$ cat src/rtl/wb_stage_pkg.sv
// Shared constants for the writeback stage: default widths and opcode encodings.
package wb_stage_pkg;

  localparam int WB_DATA_W = 8;
  localparam int WB_ADDR_W = 3;
  localparam int WB_CNT_W  = 16;

  localparam logic [1:0] OP_ALU = 2'b00;
  localparam logic [1:0] OP_LI  = 2'b01;
  localparam logic [1:0] OP_BR  = 2'b10;
  localparam logic [1:0] OP_NOP = 2'b11;

endpackage

$ cat src/rtl/wb_stage_regfile.sv
// Register file with one write port and two combinational read ports that
// forward the in-flight write value when addresses collide.
module regfile_8x8
  import wb_stage_pkg::*;
#(
  parameter int DATA_W = WB_DATA_W,
  parameter int ADDR_W = WB_ADDR_W
) (
  input  logic              clk,
  input  logic              rst,
  input  logic              we_i,
  input  logic [ADDR_W-1:0] waddr_i,
  input  logic [DATA_W-1:0] wdata_i,
  input  logic [ADDR_W-1:0] raddr1_i,
  input  logic [ADDR_W-1:0] raddr2_i,
  output logic [DATA_W-1:0] rdata1_o,
  output logic [DATA_W-1:0] rdata2_o
);

  localparam int DEPTH = 1 << ADDR_W;

  logic [DATA_W-1:0] regs_q [DEPTH];

  always_ff @(posedge clk or negedge rst) begin
    if (!rst) begin
      for (int i = 0; i < DEPTH; i++) regs_q[i] <= '0;
    end else if (we_i) begin
      regs_q[waddr_i] <= wdata_i;
    end
  end

  // Write-through bypass so ID sees this cycle's writeback without a stall.
  always_comb begin
    rdata1_o = regs_q[raddr1_i];
    rdata2_o = regs_q[raddr2_i];
    if (we_i && (raddr1_i == waddr_i)) rdata1_o = wdata_i;
    if (we_i && (raddr2_i == waddr_i)) rdata2_o = wdata_i;
  end

endmodule

$ cat src/rtl/wb_stage.sv
// Writeback stage: result select, register-file commit, branch redirect
// register and a saturating retired-instruction counter.
module wb_stage
  import wb_stage_pkg::*;
#(
  parameter int DATA_W = WB_DATA_W,
  parameter int ADDR_W = WB_ADDR_W,
  parameter int CNT_W  = WB_CNT_W
) (
  input  logic              clk,
  input  logic              rst,
  input  logic [DATA_W-1:0] pc_EX_WB,
  input  logic [DATA_W-1:0] aluResult_EX_WB,
  input  logic [DATA_W-1:0] immOut_EX_WB,
  input  logic              branch_EX_WB,
  input  logic              regWrite_EX_WB,
  input  logic              immToReg_EX_WB,
  input  logic [ADDR_W-1:0] rd_EX_WB,
  input  logic [1:0]        opcode_EX_WB,
  input  logic [ADDR_W-1:0] rs1,
  input  logic [ADDR_W-1:0] rs2,
  output logic [DATA_W-1:0] rdata1,
  output logic [DATA_W-1:0] rdata2,
  output logic [DATA_W-1:0] wb_data,
  output logic              wb_we,
  output logic              redirect_valid,
  output logic [DATA_W-1:0] redirect_pc,
  output logic [CNT_W-1:0]  retired_count
);

  logic              redirect_valid_q, redirect_valid_d;
  logic [DATA_W-1:0] redirect_pc_q, redirect_pc_d;
  logic [CNT_W-1:0]  retired_q, retired_d;
  logic              retire;
  logic              unused_opcode;

  function automatic logic [CNT_W-1:0] sat_inc(input logic [CNT_W-1:0] v);
    return (&v) ? v : v + CNT_W'(1);
  endfunction

  // Opcode is carried for debug visibility only; control bits decide everything.
  assign unused_opcode = ^opcode_EX_WB;

  assign wb_data = immToReg_EX_WB ? immOut_EX_WB : aluResult_EX_WB;
  assign wb_we   = regWrite_EX_WB;
  assign retire  = regWrite_EX_WB | branch_EX_WB;

  always_comb begin
    redirect_valid_d = branch_EX_WB;
    redirect_pc_d    = redirect_pc_q;
    retired_d        = retired_q;
    if (branch_EX_WB) redirect_pc_d = pc_EX_WB + immOut_EX_WB;
    if (retire)       retired_d     = sat_inc(retired_q);
  end

  always_ff @(posedge clk or negedge rst) begin
    if (!rst) begin
      redirect_valid_q <= 1'b0;
      redirect_pc_q    <= '0;
      retired_q        <= '0;
    end else begin
      redirect_valid_q <= redirect_valid_d;
      redirect_pc_q    <= redirect_pc_d;
      retired_q        <= retired_d;
    end
  end

  assign redirect_valid = redirect_valid_q;
  assign redirect_pc    = redirect_pc_q;
  assign retired_count  = retired_q;

  regfile_8x8 #(
    .DATA_W (DATA_W),
    .ADDR_W (ADDR_W)
  ) u_regfile (
    .clk      (clk),
    .rst      (rst),
    .we_i     (regWrite_EX_WB),
    .waddr_i  (rd_EX_WB),
    .wdata_i  (wb_data),
    .raddr1_i (rs1),
    .raddr2_i (rs2),
    .rdata1_o (rdata1),
    .rdata2_o (rdata2)
  );

endmodule

$ cat config.mk
export PLATFORM = sky130hd
export DESIGN_NAME = wb_stage
export DESIGN_NICKNAME = d
export VERILOG_FILES = /design/src/rtl/wb_stage_pkg.sv /design/src/rtl/wb_stage_regfile.sv /design/src/rtl/wb_stage.sv
export SDC_FILE = /design/constraint.sdc
export NUM_CORES = 1
export LEC_CHECK = 0
export ABC_AREA = 1
export BUFFER_PORTS_ARGS = -buffer_cell sky130_fd_sc_hd__buf_2
export CAP_MARGIN = 10
export CORE_ASPECT_RATIO = 0.7
export CORE_MARGIN = 2
export CORE_UTILIZATION = 40
export CTS_BUF_LIST = sky130_fd_sc_hd__clkbuf_4 sky130_fd_sc_hd__clkbuf_8
export DETAILED_ROUTE_END_ITERATION = 6
export HOLD_SLACK_MARGIN = 0.05
export MAX_ROUTING_LAYER = met4
export PLACE_DENSITY = 0.68
export SLEW_MARGIN = 10
export SYNTH_ARGS = -nofsm -noshare
export SYNTH_HDL_FRONTEND = slang
export SYNTH_HIERARCHICAL = 1
export SYNTH_SLANG_ARGS = --single-unit
$ cat constraint.sdc
create_clock -name clk -period 3.9 [get_ports clk]
set_clock_uncertainty 0.05 [all_clocks]
set_input_delay 0.78 -clock clk [delete_from_list [all_inputs] [get_ports clk]]
set_output_delay 0.78 -clock clk [all_outputs]
set_load 0.02 [all_outputs]
==> summary.md, run 1 <==
| Metric | Value |
|---|---|
| RSZ-0062 raised after global routing | false |
| Starting DRT DRC Count | 511 |
| Row Count | 36 |
| Hold-fix buffers at CTS | 0 |
| Via count | 5690 |
| Clock sinks | 89 |
| Pwr dens | 414 nW/um^2 |
| Setup CP Type | primary input to primary output |
| Cells after Synth | 867 |
| Finished Cell Area | 6500 um^2 |
| Post-cts repair resize count | 0 |
| Util after Layout | 46.3% |
| H-Tree Level Count | 3 |
| Most common cell after layout, fill and taps aside | nand2_1 |
| Synth top area share | 38.4% |
| Total chip power | 0.00269 W |
| Post-synth net total | 916 |
| CTS tree | yes |
| IO buf count | 87 |
| Final hold vios | 0 |
| Most frequent cells in the layout | 356 x nand2_1, 125 x nand3_1, 94 x inv_1 |
| Syn Area/Cell | 6.69 um^2 |
| Post-route DRC | 0 |
| Async S/R FF share, synth | 100% |
| Via-to-Cell Ratio | 5.03 |
| TritonRoute pass-1 iters | 6 |
| Crit path DAT | 2.42 ns |
| Synthesis-to-layout area growth | 12.1% |
| Post-synth EDFFs | 0 |
| Max Cap Violations | 0 |
| Crit end category | primary output |
| Die area | 15500 um^2 |
| Routed Wire Length | 16500 um |
| Fin crit period | 3.25 ns |
| Final slew viol count | 0 |
| Placed cell area | 6310 um^2 |
| Placed insts | 1115 |
| Highest Clock Rate | 308 MHz |
| Pin count of the biggest net entering global routing | 68 |
| Distinct cells, synth | 32 |
| Cell at the root of the clock tree | clkbuf_8 |
| Register area share after synthesis | 38.4% |
| Tcrit/Tclk final | 83.4% |
| Yosys top cell by area | dfrtp_1 |
| CP Data Required Time | 3.07 ns |
| DR WL/cell | 14.6 um |
| Cts bufs inserted | 9 |
| Synth top area cells | dfrtp_1 38%, nand2_1 23%, nand3_1 11% |
| Tightest Pin Transition | 0.881 ns |
| Final setup violating endpoints | 0 |
| Clk Latency, worst-skew pair | 0.36 ns |
| Die width | 148 um |
| Most used DFF post-synth | dfrtp_1 |
| Syn Std Cell Area | 5800 um^2 |
| RePlAce Congestion | 0.882 |
| Outcome | complete, no violations |
| Ys Warns | 6 |
| Antenna viol nets, final | 0 |
| Number of setup buffers added after CTS | 0 |
| Max Root-Sink Buffers | 2 |
| Core Box Area | 14100 um^2 |
| Post-DP HPWL | 11600 um |
| GRT overflow | 0 |
| Synth Register Bits | 89 |
| Initial antenna violation count | 1 |
| Layout cell share with drive strength beyond 1 | 16.0% |
| Starting Density | 41.3% |
| Worst slew margin | 41.3% |
| Vias in the first global route | 4895 |
| Sum of negative setup slack | 0 ns |
| HP Class | flop to flop |
| Chip Height | 105 um |
| Critical Path Start Type | primary input |
| Maximum VDD drop | 0.280 mV |
| Clk slew on worst S/H paths | 0.09 ns |
| Layout Nets | 985 |
| Leak | 3.53 nW |
| GRT Util Overall | 22.6% |
| First-pass GRT wire length | 26800 um |
| Non-Filler Instances | 1131 |
| CP Max Fanout | 18 |
| Num ports | 90 |
## report_power, final
group          total [W]  internal [W]  switching (W)
sequential       0.00122       0.00110       0.000125
combinational   0.000861      0.000297       0.000564
clock           0.000610      0.000287       0.000323
total            0.00269       0.00168        0.00101
## worst max-delay path: stages
cell and delay, ns:
buf_2 0.35, inv_2 0.26, nand2_1 0.11, nand2_1 0.05, nor2_1 0.12, nand2_2 0.18, inv_2 0.21, nand2_1 0.07
nand2_1 0.10, buf_2 0.17
## logic make-up after synthesis
family	after synthesis	share of synthesized area (%)
flops	89	38.4
xor+xnor	7	1.06
fa+ha+maj	9	2.07
buf+inv	143	10.6
simple gates	538	39.6
mux	7	1.36
compound gates	74	6.90
## path summary, 6_finish.rpt
path	start	endpoint	slack, ns	cells past startpoint
min in group asynchronous	rst	u_regfile/regs_q[4]$_DFFE_PN0P_	0.47	1
max reg2reg	retired_count[0]$_DFFE_PN0P_	retired_count[14]$_DFFE_PN0P_	2.12	8
min reg2reg	redirect_pc[6]$_DFFE_PN0P_	redirect_pc[6]$_DFFE_PN0P_	0.43	2
max	rs2[1]	rdata2[6]	0.65	10
max in group asynchronous	rst	u_regfile/regs_q[19]$_DFFE_PN0P_	2.58	2
min	redirect_pc[6]$_DFFE_PN0P_	redirect_pc[6]$_DFFE_PN0P_	0.43	2
## registers in the layout, summed over array words and instances, names as in the netlist
signal	flops
u_regfile/regs_q	64
retired_count	16
redirect_pc	8
redirect_valid	1
## through the flow
stage	hold slack [ns]	setup slack, ns
after floorplan	0.403	1.15
final	0.431	0.649
after global placement	0.410	0.749
after global routing	0.450	0.566
after detailed placement	0.413	0.738
after CTS	0.437	0.728
## Yosys cell counts, types with 3 or more instances
cell,count
ha_1,8
buf_6,6
or2_2,3
inv_2,12
o21ai_2,8
nand3_1,125
nor2_1,31
o21ai_1,8
nand2_2,4
nand4_1,8
xnor2_1,7
a21oi_1,3
nand2_1,356
dfrtp_1,89
mux2_2,7
o21ai_0,55
inv_1,94
clkbuf_1,7
buf_2,19
## layer usage
metal	global-route usage, %	vias to the layer above	part of all wire, %
met5	-	-	0
met2	29.9	249	40
met1	34.7	2568	49
met4	4.35	0	0.73
li1	-	2858	-
met3	5.46	15	11
## final cells by class
class | count | area [um^2]
sequential | 89 | 2230
clock inverter | 2 | 12.5
inverter | 108 | 408
timing repair buffer | 93 | 483
multi-input combinational | 635 | 2960
tap | 190 | 238
fill | 1470 | 7550
antenna | 1 | 2.50
clock buffer | 13 | 173
Power figures use the tool's default switching activity.
==> run 2, diff against run 1 <==
==> constraint.sdc (replaced) <==
create_clock -name clk -period 3.15 [get_ports clk]
set_clock_uncertainty 0.05 [all_clocks]
set_input_delay 0.63 -clock clk [delete_from_list [all_inputs] [get_ports clk]]
set_output_delay 0.63 -clock clk [all_outputs]
set_load 0.02 [all_outputs]
==> summary.md, run 2 (synthesized netlist as in run 1, its figures left out) <==
| Metric | Value |
|---|---|
| GRT overflow | 0 (unchanged) |
| Most frequent cells in the layout | 356 x nand2_1, 125 x nand3_1, 94 x inv_1 |
| CP Data Required Time | 2.47 ns (-0.60 ns) |
| Hold-fix buffers at CTS | 0 (unchanged) |
| Leak | 3.57 nW (+0.98%) |
| Max Cap Violations | 0 (unchanged) |
| Setup CP Type | primary input to primary output |
| Chip Height | 105 um (unchanged) |
| Most common cell after layout, fill and taps aside | nand2_1 |
| Via count | 5714 (+0.42%) |
| RePlAce Congestion | 0.922 (+4.6%) |
| Post-route DRC | 0 (unchanged) |
| Final hold vios | 0 (unchanged) |
| Die area | 15500 um^2 (unchanged) |
| Outcome | complete, no violations |
| RSZ-0062 raised after global routing | false |
| Row Count | 36 (unchanged) |
| H-Tree Level Count | 3 (unchanged) |
| Maximum VDD drop | 0.341 mV (+22%) |
| Tightest Pin Transition | 0.764 ns (-0.117 ns) |
| Pwr dens | 519 nW/um^2 (+25%) |
| N_diodes | 0 (-1) |
| Total chip power | 0.00340 W (+26%) |
| Highest Clock Rate | 370 MHz |
| Initial antenna violation count | 0 (-1) |
| Crit end category | primary output |
| CTS tree | yes |
| Cell at the root of the clock tree | clkbuf_8 |
| Placed cell area | 6360 um^2 (+0.67%) |
| Crit path DAT | 2.03 ns (-0.39 ns) |
| Clock sinks | 89 (unchanged) |
| Layout Nets | 989 (+0.41%) |
| Die width | 148 um (unchanged) |
| Finished Cell Area | 6560 um^2 (+0.83%) |
| Max Root-Sink Buffers | 2 (unchanged) |
| Number of setup buffers added after CTS | 0 (unchanged) |
| Starting DRT DRC Count | 594 (+16%) |
| Final slew viol count | 0 (unchanged) |
| First-pass GRT wire length | 26900 um (+0.34%) |
| Pin count of the biggest net entering global routing | 48 (-29%) |
| Antenna viol nets, final | 0 (unchanged) |
| Clk slew on worst S/H paths | 0.09 ns (about the same) |
| Sum of negative setup slack | 0 ns (unchanged) |
| HP Class | primary input to asynchronous set/reset pin |
| Filler cell count | 1480 (+0.68%) |
| GRT Util Overall | 22.9% (+0.32 points) |
| Tcrit/Tclk final | 85.9% |
| Core Box Area | 14100 um^2 (unchanged) |
| Non-Filler Instances | 1134 (+0.27%) |
| DR WL/cell | 14.8 um (+1.9%) |
| IO buf count | 87 (unchanged) |
| Top reg by flops | u_regfile/regs_q |
| Starting Density | 41.3% (unchanged) |
| Util after Layout | 46.6% (+0.38 points) |
| Num ports | 90 (unchanged) |
| Fin crit period | 2.71 ns |
| Max FFs per register | 64 (unchanged) |
| CP Max Fanout | 10 (-8) |
| Post-cts repair resize count | 0 (unchanged) |
| Final setup violating endpoints | 0 (unchanged) |
| Clk Latency, worst-skew pair | 0.36 ns (about the same) |
| Cts bufs inserted | 9 (unchanged) |
| Synthesis-to-layout area growth | 13.0% |
| Vias in the first global route | 5011 (+2.4%) |
| Worst slew margin | 49.0% (+7.7 points) |
| Via-to-Cell Ratio | 5.04 (+0.16%) |
| Routed Wire Length | 16800 um (+2.2%) |
| Layout cell share with drive strength beyond 1 | 16.3% (+0.36 points) |
| TritonRoute pass-1 iters | 5 (-1) |
| Placed insts | 1119 (+0.36%) |
| Critical Path Start Type | primary input |
| Post-DP HPWL | 11900 um (+2.8%) |
==> run 2: cell types whose count changed in the layout (fill, tap and decap cells not counted), sizes merged <==
cell,change
buf,+4
bufinv,+1
clkbuf,-1
clkinv,+1
clkinvlp,-1
diode,-1
==> run 2: area by class of cell <==
class / instances / area (um^2) / share of cell area (%)
Timing Repair Buffer: 97 / 526 / 8.02
Clock inverter: 3 / 40.0 / 0.611
Inverter: 108 / 408 / 6.22
Multi-Input combinational cell: 635 / 2960 / 45.1
Tap cell: 190 / 238 / 3.63
Clock buffer: 12 / 159 / 2.42
Sequential cell: 89 / 2230 / 34.0
==> run 2: path summary, 6_finish.rpt <==
| check | from | slack [ns] | cells past startpoint | end |
|---|---|---|---|---|
| worst min-delay path | rst | 0.22 | 1 | redirect_pc[5]$_DFFE_PN0P_ |
| worst max register to register | retired_count[0]$_DFFE_PN0P_ | 1.36 | 8 | retired_count[12]$_DFFE_PN0P_ |
| worst max-delay path | rs2[2] | 0.44 | 10 | rdata2[6] |
| max in group asynchronous | rst | 2.16 | 2 | u_regfile/regs_q[56]$_DFFE_PN0P_ |
| worst min register to register | redirect_pc[0]$_DFFE_PN0P_ | 0.42 | 2 | redirect_pc[0]$_DFFE_PN0P_ |
| min in group clk | redirect_pc[0]$_DFFE_PN0P_ | 0.42 | 2 | redirect_pc[0]$_DFFE_PN0P_ |
==> run 2: worst max-delay path, stage by stage <==
cell     delay (ns)
buf_2          0.23
inv_2          0.16
nand2_1        0.08
nand2_1        0.05
nor2_1         0.11
nand2_2        0.17
inv_2          0.21
nand2_1        0.07
nand2_1        0.11
buf_2          0.18
==> run 2: through the flow <==
stage          hold WS, ns  setup slack, ns
2_1_floorplan        0.284            0.700
3_3_place_gp         0.407            0.526
3_5_place_dp         0.412            0.495
4_1_cts              0.242            0.496
5_1_grt              0.263            0.396
6_report             0.220            0.444
==> run 2: layer usage <==
layer | track usage, % | up-vias | part of all wire [%]
met5 | - | - | 0
met4 | 4.83 | 0 | 0.97
met3 | 5.46 | 17 | 9.5
met2 | 31.4 | 232 | 40
met1 | 34.2 | 2599 | 49
li1 | - | 2866 | -
==> run 2: where the power goes <==
| group | internal [W] | leakage (nW) | total [W] | switching [W] |
|---|---|---|---|---|
| logic | 0.000373 | 2.34 | 0.00108 | 0.000710 |
| registers | 0.00136 | 1.12 | 0.00151 | 0.000152 |
| clock network | 0.000412 | 0.106 | 0.000811 | 0.000399 |
| total | 0.00214 | 3.57 | 0.00340 | 0.00126 |
